File: src/rtl/burst_sched_pkg.sv
// Shared types, widths and helpers for the burst round-robin scheduler.
package burst_sched_pkg;

  typedef enum logic {
    IDLE  = 1'b0,
    BURST = 1'b1
  } sched_state_e;

  localparam int unsigned BEAT_CNT_W  = 8;
  localparam int unsigned RR_PTR_W    = 3;
  localparam int unsigned DEF_NUM_REQ = 4;
  localparam int unsigned DEF_DATA_W  = 8;

  // Round-robin pointer advance with wrap at n requesters.
  function automatic logic [RR_PTR_W-1:0] next_rr(input logic [RR_PTR_W-1:0] ptr,
                                                  input int unsigned          n);
    int unsigned nxt;
    nxt = 32'(ptr) + 32'd1;
    if (nxt >= n) nxt = 0;
    return RR_PTR_W'(nxt);
  endfunction

endpackage

File: src/rtl/burst_rr_scheduler_rr_pick.sv
// Combinational round-robin selector: first set request at or above ptr_i,
// wrapping around, returned as a one-hot vector.
module rr_pick
  import burst_sched_pkg::*;
#(
  parameter int unsigned NUM_REQ = DEF_NUM_REQ
) (
  input  logic [NUM_REQ-1:0]  req_i,
  input  logic [RR_PTR_W-1:0] ptr_i,
  output logic [NUM_REQ-1:0]  gnt_o,
  output logic                any_o
);

  logic found;

  // Scan offsets 0..NUM_REQ-1 from the pointer; first hit wins.
  always_comb begin
    gnt_o = '0;
    found = 1'b0;
    for (int unsigned k = 0; k < NUM_REQ; k++) begin
      for (int unsigned i = 0; i < NUM_REQ; i++) begin
        if (!found && (i == ((32'(ptr_i) + k) % NUM_REQ)) && req_i[i]) begin
          gnt_o[i] = 1'b1;
          found    = 1'b1;
        end
      end
    end
  end

  assign any_o = |req_i;

endmodule

File: src/rtl/burst_rr_scheduler.sv
// Round-robin burst scheduler: one requester owns the shared burst stream
// from arbitration until the handshake of its last beat.
// Optional burst-length enforcement: define BURST_SCHED_LEN_CHECK_EN.
module burst_rr_scheduler
  import burst_sched_pkg::*;
#(
  parameter int unsigned NUM_REQ = DEF_NUM_REQ,
  parameter int unsigned DATA_W  = DEF_DATA_W,
  parameter int unsigned MAX_LEN = 16
) (
  input  logic                      clk,
  input  logic                      rst,
  input  logic [NUM_REQ-1:0]        req_valid,
  input  logic [NUM_REQ*DATA_W-1:0] req_data,
  input  logic [NUM_REQ-1:0]        req_last,
  output logic [NUM_REQ-1:0]        req_ready,
  output logic                      burst_valid,
  output logic [DATA_W-1:0]         burst_data,
  output logic                      burst_last,
  input  logic                      burst_ready,
  output logic [NUM_REQ-1:0]        grant,
  output logic                      busy,
  output logic [BEAT_CNT_W-1:0]     beat_cnt,
  output logic                      len_err
);

`ifdef BURST_SCHED_LEN_CHECK_EN
  localparam bit LEN_CHECK_EN = 1'b1;
`else
  localparam bit LEN_CHECK_EN = 1'b0;
`endif
  localparam logic [BEAT_CNT_W-1:0] LAST_BEAT_IDX = BEAT_CNT_W'(MAX_LEN - 1);

  sched_state_e            state_q;
  logic [NUM_REQ-1:0]      grant_q;
  logic [RR_PTR_W-1:0]     rr_ptr_q;
  logic [BEAT_CNT_W-1:0]   beat_cnt_q;
  logic                    len_err_q;

  logic [NUM_REQ-1:0]      pick_gnt;
  logic                    pick_any;
  logic                    owner_valid;
  logic                    owner_last;
  logic [DATA_W-1:0]       owner_data;
  logic [RR_PTR_W-1:0]     owner_idx;
  logic                    len_hit;
  logic                    hs;

  rr_pick #(.NUM_REQ(NUM_REQ)) u_rr_pick (
    .req_i (req_valid),
    .ptr_i (rr_ptr_q),
    .gnt_o (pick_gnt),
    .any_o (pick_any)
  );

  // Owner selection by AND-OR masking so non-owner X never leaks through.
  always_comb begin
    owner_data = '0;
    owner_idx  = '0;
    for (int unsigned i = 0; i < NUM_REQ; i++) begin
      owner_data = owner_data | (req_data[i*DATA_W +: DATA_W] & {DATA_W{grant_q[i]}});
      if (grant_q[i]) owner_idx = RR_PTR_W'(i);
    end
    owner_valid = |(req_valid & grant_q);
    owner_last  = |(req_last & grant_q);
    len_hit     = LEN_CHECK_EN && (beat_cnt_q == LAST_BEAT_IDX);
  end

  // Stream pass-through while a burst is owned; quiet otherwise.
  always_comb begin
    burst_valid = 1'b0;
    burst_data  = '0;
    burst_last  = 1'b0;
    req_ready   = '0;
    if (state_q == BURST) begin
      burst_valid = owner_valid;
      burst_data  = owner_valid ? owner_data : '0;
      burst_last  = owner_last | (len_hit & owner_valid);
      req_ready   = grant_q & {NUM_REQ{burst_ready}};
    end
  end

  assign hs = burst_valid & burst_ready;

  // Arbitration / burst ownership FSM with registered status outputs.
  always_ff @(posedge clk or posedge rst) begin
    if (rst) begin
      state_q    <= IDLE;
      grant_q    <= '0;
      rr_ptr_q   <= '0;
      beat_cnt_q <= '0;
      len_err_q  <= 1'b0;
    end else begin
      len_err_q <= 1'b0;
      case (state_q)
        IDLE: begin
          if (pick_any) begin
            grant_q    <= pick_gnt;
            beat_cnt_q <= '0;
            state_q    <= BURST;
          end
        end
        BURST: begin
          if (hs) begin
            if (beat_cnt_q != '1) beat_cnt_q <= beat_cnt_q + 1'b1;
            if (burst_last) begin
              state_q   <= IDLE;
              grant_q   <= '0;
              rr_ptr_q  <= next_rr(owner_idx, NUM_REQ);
              len_err_q <= len_hit & ~owner_last;
            end
          end
        end
        default: state_q <= IDLE;
      endcase
    end
  end

  assign grant    = grant_q;
  assign busy     = (state_q == BURST);
  assign beat_cnt = beat_cnt_q;
  assign len_err  = len_err_q;

endmodule

File: config.mk
export PLATFORM = sky130hd
export DESIGN_NAME = burst_rr_scheduler
export DESIGN_NICKNAME = d
export VERILOG_FILES = /design/src/rtl/burst_sched_pkg.sv /design/src/rtl/burst_rr_scheduler_rr_pick.sv /design/src/rtl/burst_rr_scheduler.sv
export SDC_FILE = /design/constraint.sdc
export NUM_CORES = 1
export LEC_CHECK = 0
export ABC_AREA = 1
export BUFFER_PORTS_ARGS = -buffer_cell sky130_fd_sc_hd__clkbuf_2
export CORE_UTILIZATION = 47
export DETAILED_ROUTE_END_ITERATION = 7
export HOLD_SLACK_MARGIN = 0.02
export PLACE_DENSITY = 0.84
export SLEW_MARGIN = 25
export SYNTH_ARGS = -nofsm -noshare
export SYNTH_HDL_FRONTEND = slang
export SYNTH_HIERARCHICAL = 1
export SYNTH_SLANG_ARGS = --single-unit
File: constraint.sdc
create_clock -name clk -period 1.9 [get_ports clk]
set_input_delay 0 -clock clk [delete_from_list [all_inputs] [get_ports clk]]
set_output_delay 0 -clock clk [all_outputs]
set_load 0.05 [all_outputs]
* Word level (Yosys, flattened, before mapping)
Index checks and enable logic that the tools add are counted.
** Word-level totals
- Register bits after elaboration :: 15
- Bits in latches :: 0
- RAM bits :: 0
- ROM bits :: 0
- Input port bits :: 43
- Output and inout port bits :: 28
- Logic and storage cells :: 146
- Memories :: 0
** Cells by class
- Add/sub/neg operators :: 5
- Multipliers :: 0
- Div/mod/pow operators :: 0
- Order comparisons :: 1
- Eq/ne operators :: 17
- Shift-type cells :: 0
- Muxes and demuxes :: 51
- Bitwise logic cells :: 12
- Reductions and logical operators :: 56
** Operators with widths (number)
- 32-bit zero test :: 4
- 8-bit two-way mux :: 5
- 1-bit two-way mux :: 36
- 8-bit bitwise AND :: 4
- 1-bit logical AND :: 31
- 8-bit OR :: 3
- 2-bit equality test (first input constant) :: 8
- 4-bit two-way mux :: 4
- 8-bit case mux with 2 select lines :: 1
- 1-bit zero test :: 15
- 4-bit bitwise AND :: 3
- 4-bit OR reduction :: 3
- 3-bit AND reduction :: 3
- 8-bit by 1-bit adder with 8-bit output (second input constant) :: 1
- 1-bit by 2-bit equality test with 1-bit output (first input constant) :: 4
- 8-bit inequality test (second input constant) :: 1
- 4-bit case mux with 2 select lines :: 1
- 2-bit two-way mux :: 3
- 2-bit adder (second input constant) :: 2
- 2-bit by 1-bit inequality test with 1-bit output (second input constant) :: 2
- 2-bit inequality test (second input constant) :: 2
- 2-bit by 1-bit adder with 3-bit output (second input constant) :: 1
- 3-bit >= comparator (second input constant) :: 1
- 2-bit by 1-bit adder with 2-bit output (second input constant) :: 1
- other kinds (3) :: 3

* Depth between registers and ports, before layout
Gate-level depths: netlist of run 1.
- Depth after elaboration :: 65
- Depth in mapped cells :: 12
- Depth with buffers taken out :: 12

* Hierarchy
Netlist of run 1, hierarchy kept.
** Modules (own cells, without submodules)
- burst_rr_scheduler :: instances 1, cells an instance 193, area each 1192.4 um^2, seq. area each 400.4 um^2
- rr_pick :: instances 1, cells an instance 58, area each 304.0 um^2, seq. area each 0.0 um^2

* Worst setup path before layout of run 1
OpenSTA, ideal clock, no wires.
- Kind :: register to output
- Start :: reg grant_q[2] (netlist: grant[2])
- End :: out burst_data[0]
- Data arrival time :: 1.908 ns
- Data required time :: 1.900 ns
- Path slack :: -0.008 ns
- Stages on the path, launching flop included :: 7
- Path buffers :: 0
- Cell sequence :: dfrtp_1 > nand2_1 > nand2_1 > inv_1 > nand2_2 > nand2_2 > a41oi_1
** Between the ends
- Longest elaborated chain between the ends :: 5
- Elaborated cells on any way between the ends :: 7
- Those cells by class :: mux: 2; bitwise: 4; reduce/logical: 1
** Ends and longest elaborated chain
- from (decl) :: line burst_rr_scheduler.sv:35 : logic [NUM_REQ-1:0] grant_q;
- from (signal assigned) :: line burst_rr_scheduler.sv:98 : grant_q <= pick_gnt;
- 8-bit bitwise AND :: line burst_rr_scheduler.sv:61 : owner_data = owner_data | (req_data[i*DATA_W +: DATA_W] & {DATA_W{grant_q[i]}});
- 8-bit OR (2 in a row) :: line burst_rr_scheduler.sv:61
- 8-bit two-way mux (*) :: line burst_rr_scheduler.sv:77 : burst_data = owner_valid ? owner_data : '0;
- 8-bit two-way mux (*) :: line burst_rr_scheduler.sv:75 : if (state_q == BURST) begin
- to (decl) :: line burst_rr_scheduler.sv:18 : output logic [DATA_W-1:0] burst_data,
Mark *: on every way between the ends. The rest lies on a longest branch, timed or not.

* Worst setup path after layout of run 1
- Start :: reg rr_ptr_q[0]
- End :: reg grant_q[1] (netlist: grant[1])
** Between the ends
- Longest elaborated chain between the ends :: 57
- Elaborated cells on any way between the ends :: 76
- Those cells by class :: add/sub: 3; eq/ne: 10; mux: 19; reduce/logical: 44
** Ends and longest elaborated chain
- from (decl) :: line burst_rr_scheduler.sv:36 : logic [RR_PTR_W-1:0] rr_ptr_q;
- from (signal assigned) :: line burst_rr_scheduler.sv:109 : rr_ptr_q <= next_rr(owner_idx, NUM_REQ);
- 32-bit zero test :: line burst_rr_scheduler_rr_pick.sv:22 : if (!found && (i == ((32'(ptr_i) + k) % NUM_REQ)) && req_i[i]) begin
- 1-bit logical AND :: line burst_rr_scheduler_rr_pick.sv:22
- 1-bit two-way mux :: line burst_rr_scheduler_rr_pick.sv:22
- 1-bit zero test :: line burst_rr_scheduler_rr_pick.sv:22
- 1-bit logical AND (2 in a row) :: line burst_rr_scheduler_rr_pick.sv:22
- 1-bit two-way mux :: line burst_rr_scheduler_rr_pick.sv:22
- 1-bit zero test :: line burst_rr_scheduler_rr_pick.sv:22
- 1-bit logical AND (2 in a row) :: line burst_rr_scheduler_rr_pick.sv:22
- (+38 left out)
- 1-bit logical AND (2 in a row) :: line burst_rr_scheduler_rr_pick.sv:22
- 1-bit two-way mux :: line burst_rr_scheduler_rr_pick.sv:22
- 1-bit zero test :: line burst_rr_scheduler_rr_pick.sv:22
- 1-bit logical AND (2 in a row) :: line burst_rr_scheduler_rr_pick.sv:22
- 1-bit two-way mux (*) :: line burst_rr_scheduler_rr_pick.sv:22
- via pick_gnt[1] :: line burst_rr_scheduler.sv:40 : logic [NUM_REQ-1:0] pick_gnt;
- 4-bit two-way mux (*) :: line burst_rr_scheduler.sv:97 : if (pick_any) begin
- 4-bit case mux with 2 select lines (*) :: line burst_rr_scheduler.sv:95 : case (state_q)
The timed path passes the listed nets; every way through them passes the cells marked *. The select of a mux whose other input is x is not followed.
A chain may end at the register's enable or synchronous reset.

==> results.md, run 1 <==
* Status: finished, violations left
* Violated checks: design-rule violations
* Area delta synth->final at 30.3%
* CP cell instances: nor2_1 -> nand2_2 -> nand3_2 -> nor2_4 -> nand4_2 -> nor2_4 -> nand4_4 -> nor2_4 -> nand2_1 -> o21bai_1 -> nand3_1 -> nand2_1
* Hold wc startpoint: burst_ready
* CP arrival at 2.02 ns
* Max clock buf depth at 2
* P_sw at 0.160 mW
* CTS tree: built
* Post-layout min period at 1.79 ns
* Crit path launch type: flip-flop
* Int Pwr at 0.440 mW
* Final wirelength at 3.95 mm
* Max-slew violation count at 0
* Effective utilization at floorplan at 0.513
* Pwr dens at 315 nW/um^2
* Fin area at 1910 um^2
* CTS clock-pin slew for the worst setup and hold paths at 0.10 ns
* Worst-Margin Slew at 0.581 ns
* Sequential Power Share at 0.531
* Switching share of power at 0.266
* Fmax at 559 MHz
* Vias in the first global route at 1,662
* DIE AREA at 3340 um^2
* Syn nets at 293
* Final hold vios at 0
* Placed Area at 1850 um^2
* Ys Warns at 6
* Maximum VDD drop at 0.353 mV
* DRC Markers at 8
* Max cap viols at 0
* Commonest non-fill, non-tap cell in the layout: nand2_1
* Worst path slowest cell: dfrtp_2
* Initial antenna violation count at 0
* Worst setup EP type: flip-flop
* Total GRT Usage at 0.252
* Worst r2r src: rr_ptr_q[0]
* Worst-path fanout max at 7
* Rel. slew slack at 0.612
* Comb power frac at 0.154
* Critical path buffers and inverters at 0
* Layout cells sized above 1 at 0.305
* Global-route wire length before repair at 6.74 mm
* Post-Synthesis Cells at 248
* Critical Path Max Stage Delay at 0.44 ns
* Vias at 1,805
* Clock skew at 0.00208 ns
* Clock Root Buffer: clkbuf_4
* Period utilization at 0.941
* Clk_lat worst skew at 0.29 ns
* DR iter-0 viols at 118
* Routed Antenna Nets at 0
* Clock sinks at 15
* Hold WS at 0.143 ns
* Total global routing overflow at 0
* Site Rows at 19
* Most used cell, CP: nor2_4
* Die Y-Extent at 57.8 um
* Die X at 57.8 um
* # setup viols final at 0
* Drt first pass iters at 8
* PortBufs at 69
* Post-DR vias/cell at 5.13
* Worst min path class: input pin to flip-flop
* Core area at 2850 um^2
* Mean Syn Cell Area at 5.90 um^2
* Clk pwr share at 0.314
* Routed wire length per instance at 11.2 um
* N_diodes at 0
* Crit path from: rr_ptr_q[0]
* Mapped Area at 1460 um^2
* Final HPWL DP at 3.14 mm
* Pin count of the biggest net entering global routing at 16
* Most frequent cells in the layout: 102 x nand2_1, 69 x clkbuf_2, 31 x nor2_1
* H-Tree Depth at 1
* Static Leakage at 1.12 nW
* Worst Setup Path Type: flip-flop to flip-flop
* Reg2reg setup slack at 0.11 ns
* TritonCTS buffer count at 3
* Routability Congestion at 1.06
* Io pins at 71
* CP top delay family: simple AND/OR/NAND/NOR gates
* Required @ worst endpoint at 2.13 ns
* Nets@finish at 367
[stage by stage]
stage                     instances  utilization  power, mW  worst slack (ns)  setup TNS [ns]
after floorplan                 248            -      0.360             0.134               0
after global placement          346        0.650      0.411             0.212               0
after detailed placement        346        0.650      0.413             0.138               0
after CTS                       351        0.663      0.603            0.0879               0
after global routing            352        0.669      0.629          -0.00407        -0.00407
final                           352        0.669      0.600             0.112               0
[what timing repair did]
action,in CTS,in global routing
hold endpoints to repair,15,0
buffers inserted,0,1
endpoints found under the setup margin,0,4
hold buffers,1,0
resized for setup,0,4
[worst reg2reg max path, stage by stage (launching register included)]
cell	delay [ns]
dfrtp_2	0.44
nor2_1	0.11
nand2_2	0.09
nand3_2	0.09
nor2_4	0.12
nand4_2	0.13
nor2_4	0.19
nand4_4	0.11
nor2_4	0.12
nand2_1	0.06
o21bai_1	0.12
nand3_1	0.09
nand2_1	0.06
[flip-flops by register name, summed over array words and instances, names as in the netlist]
register	cells
rr_ptr_q	2
busy	1
grant	4
beat_cnt	8
[routing by layer]
layer,part of all wire,up-vias,GRT usage
met4,0.016,0,0.0816
met3,0.067,10,0.0313
met1,0.45,795,0.304
met5,0,-,0
met2,0.47,70,0.463
li1,-,930,-
[layout make-up]
type                       instances  area [um^2]
timing repair buffer              76          400
clock inverter                     1         5.00
multi-input combinational        196          951
inverter                          30          113
clock buffer                       3         22.5
tap                               31         38.8
sequential                        15          378
fill                             280          945
[power by group through the flow]
stage          Combinational (mW)  Clock [mW]  Sequential (mW)
3_3_place_gp               0.0862           0            0.325
4_1_cts                    0.0902       0.194            0.319
5_1_grt                     0.103       0.207            0.319
3_5_place_dp               0.0876           0            0.325
6_report                   0.0927       0.189            0.319
2_1_floorplan              0.0352           0            0.325
[final timing paths]
check,end,cells past startpoint
min,rr_ptr_q[1],4
max reg2reg,grant[1],12
max in group asynchronous,rr_ptr_q[0],3
min in group asynchronous,beat_cnt[0],3
max,grant[1],12
min reg2reg,beat_cnt[1],2
(Power assumes the default switching activity.)
==> run 2: changes to the inputs <==
--- a/config.mk
+++ b/config.mk
@@ -5,12 +5,12 @@
 export SDC_FILE = /design/constraint.sdc
 export NUM_CORES = 1
 export LEC_CHECK = 0
-export ABC_AREA = 1
 export BUFFER_PORTS_ARGS = -buffer_cell sky130_fd_sc_hd__clkbuf_2
-export CORE_UTILIZATION = 47
+export CORE_UTILIZATION = 44
 export DETAILED_ROUTE_END_ITERATION = 7
 export HOLD_SLACK_MARGIN = 0.02
-export PLACE_DENSITY = 0.84
+export MAX_ROUTING_LAYER = met4
+export PLACE_DENSITY = 0.83
 export SLEW_MARGIN = 25
 export SYNTH_ARGS = -nofsm -noshare
 export SYNTH_HDL_FRONTEND = slang
==> run 2 against run 1 <==
- the flow now finishes without violations
- worst setup slack better by 0.011 ns
- count of clock-buffer cells in the layout did not move
- cell area down 13%
- final cell count decreased by 28%
- synthesized area down 17%
- worst hold slack worse by 0.089 ns
- sequential cell count unchanged
- first-iteration DRC count fell by 67%
- maximum frequency rose by 0.62%
- sequential share of layout area rose by 3.0 points
- register-to-register slack about the same
- critical path type unchanged
- largest cell class unchanged
- highest routed layer unchanged
==> results.md, run 2 <==
* CTS tree: built
* Fmax at 563 MHz (+0.62%)
* Setup crit end: beat_cnt[3]
* Worst path slowest cell: dfrtp_2
* Worst r2r dst: beat_cnt[3]
* Required @ worst endpoint at 2.08 ns (-0.05 ns)
* Max cap viols at 0 (unchanged)
* Die X at 54.7 um (-5.5%)
* Clock Root Buffer: clkbuf_4
* Routability Congestion at 0.867 (-18%)
* Ys Warns at 6 (unchanged)
* Pwr dens at 1430 nW/um^2 (+350%)
* Final wirelength at 3.64 mm (-8.0%)
* Period utilization at 0.935 (-0.00579)
* Max-slew violation count at 0 (unchanged)
* Post-layout min period at 1.78 ns (-0.0110 ns)
* Status: finished, final reports clean
* Nets@finish at 268 (-27%)
* Post-Synthesis Cells at 150 (-40%)
* Core area at 2540 um^2 (-11%)
* Drt first pass iters at 4 (-4)
* CTS clock-pin slew for the worst setup and hold paths at 0.09 ns (about the same)
* Pin count of the biggest net entering global routing at 16 (unchanged)
* Layout cells sized above 1 at 0.423 (+0.118)
* CP arrival at 1.96 ns (-0.06 ns)
* Number of flip-flops under the largest register name at 8 (unchanged)
* Worst-Margin Slew at 0.576 ns (-0.00497 ns)
* Final hold vios at 0 (unchanged)
* Mean Syn Cell Area at 8.13 um^2 (+38%)
* Post-DR vias/cell at 5.72 (+12%)
* Filler cell count in the final layout at 233 (-17%)
* Fin area at 1660 um^2 (-13%)
* Maximum VDD drop at 1.10 mV (+210%)
* TritonCTS buffer count at 3 (unchanged)
* Post-CTS setup buffers at 0 (unchanged)
* Crit path launch type: flip-flop
* Reg2reg setup slack at 0.12 ns (about the same)
* Setup TNS at 0 ns (unchanged)
* Critical path buffers and inverters at 0 (unchanged)
* CP top delay family: compound AO/OA/AOI/OAI gates
* Critical Path Max Stage Delay at 0.45 ns (about the same)
* Worst min path class: input pin to flip-flop
* DR iter-0 viols at 39 (-67%)
* Worst-path fanout max at 7 (unchanged)
* Clock sinks at 15 (unchanged)
* Worst Setup Path Type: flip-flop to flip-flop
* Global-route wire length before repair at 5.22 mm (-23%)
* Static Leakage at 0.848 nW (-25%)
* Routed Antenna Nets at 0 (unchanged)
* Final HPWL DP at 2.76 mm (-12%)
* CP cell instances: ha_4 -> and3_4 -> and4_4 -> o311a_1 -> a311o_1
* Vias in the first global route at 1,174 (-29%)
* PortBufs at 69 (unchanged)
* R2R depth at 5 (-7)
* Effective utilization at floorplan at 0.479 (-0.0338)
* Io pins at 71 (unchanged)
* N_diodes at 0 (unchanged)
* Routed wire length per instance at 14.4 um (+29%)
* Max clock buf depth at 2 (unchanged)
* RSZ-0062 raised after global routing: false
* Placed Area at 1610 um^2 (-13%)
* Commonest non-fill, non-tap cell in the layout: clkbuf_2
* Mapped Area at 1220 um^2 (-17%)
* # setup viols final at 0 (unchanged)
* Clk_lat worst skew at 0.29 ns (about the same)
* Worst setup EP type: flip-flop
* Total GRT Usage at 0.251 (-0.00165)
* Crit path from: beat_cnt[0]
* H-Tree Depth at 1 (unchanged)
* Clock skew at 0.00438 ns (+0.00230 ns)
* Initial antenna violation count at 0 (unchanged)
* Worst r2r src: beat_cnt[0]
* DIE AREA at 2990 um^2 (-11%)
* Site Rows at 18 (-1)
* Die Y-Extent at 54.7 um (-5.5%)
* Syn nets at 195 (-33%)
* Crit path depth at 5 (-7)
* Total global routing overflow at 0 (unchanged)
* DRC Markers at 0 (-8)
* Most frequent cells in the layout: 69 x clkbuf_2, 22 x nand2_1, 18 x a22oi_1
* Rel. slew slack at 0.615 (+0.00332)
* Vias at 1,442 (-20%)
* Area delta synth->final at 35.8%
==> run 2: tightest hold or removal path, delay by kind of cell <==
| kind | cells | cell delay, ns |
|---|---|---|
| AOI/OAI and AO/OA | 1 | 0.15 |
| and+or+nand+nor | 1 | 0.04 |
| buffers and inverters | 1 | 0.12 |
==> run 2: routing by layer <==
layer | track usage | wire (um) | vias up
li1 | - | - | 725
met5 | - | 0 | -
met1 | 0.340 | 1620 | 664
met3 | 0.0500 | 236 | 2
met2 | 0.367 | 1770 | 51
met4 | 0.0855 | 10 | 0
==> run 2: power breakdown <==
group	internal [mW]	switching (mW)
sequential	0.407	0.121
combinational	0.487	1.17
clock	0.0783	0.108
==> run 2: stage by stage <==
stage / utilization / hold slack [ns] / cells / setup slack (ns) / total power [mW]
finish: 0.651 / 0.0543 / 252 / 0.123 / 2.37
global placement: 0.632 / 0.0667 / 247 / 0.155 / 2.15
floorplan: - / -0.0987 / 150 / -0.0660 / 1.77
detailed placement: 0.632 / 0.0736 / 247 / 0.140 / 2.17
CTS: 0.647 / 0.0481 / 252 / 0.0588 / 2.36
global route: 0.651 / 0.0668 / 252 / 0.0559 / 2.54
==> run 2: area by class of cell <==
cell class,count,area (um^2),area share
Clock buffer,3,22.5,0.0136
Timing Repair Buffer,77,408,0.246
Multi-Input combinational cell,118,776,0.468
Inverter,8,30.0,0.0181
Clock inverter,1,5.00,0.00302
Sequential cell,15,378,0.228
Tap cell,30,37.5,0.0227
==> run 2: worst min path at each step <==
stage,from,end,depth (start not counted)
2_1_floorplan,rst,beat_cnt[2],1
3_3_place_gp,rst,grant[3],2
3_5_place_dp,rst,grant[3],2
4_1_cts,burst_ready,busy,3
5_1_grt,burst_ready,busy,3
6_report,burst_ready,busy,3
==> run 2: repair_timing <==
item	in CTS	in global routing
resized for setup	0	2
hold buffers	1	0
endpoints found under the setup margin	0	9
hold endpoints to repair	15	0
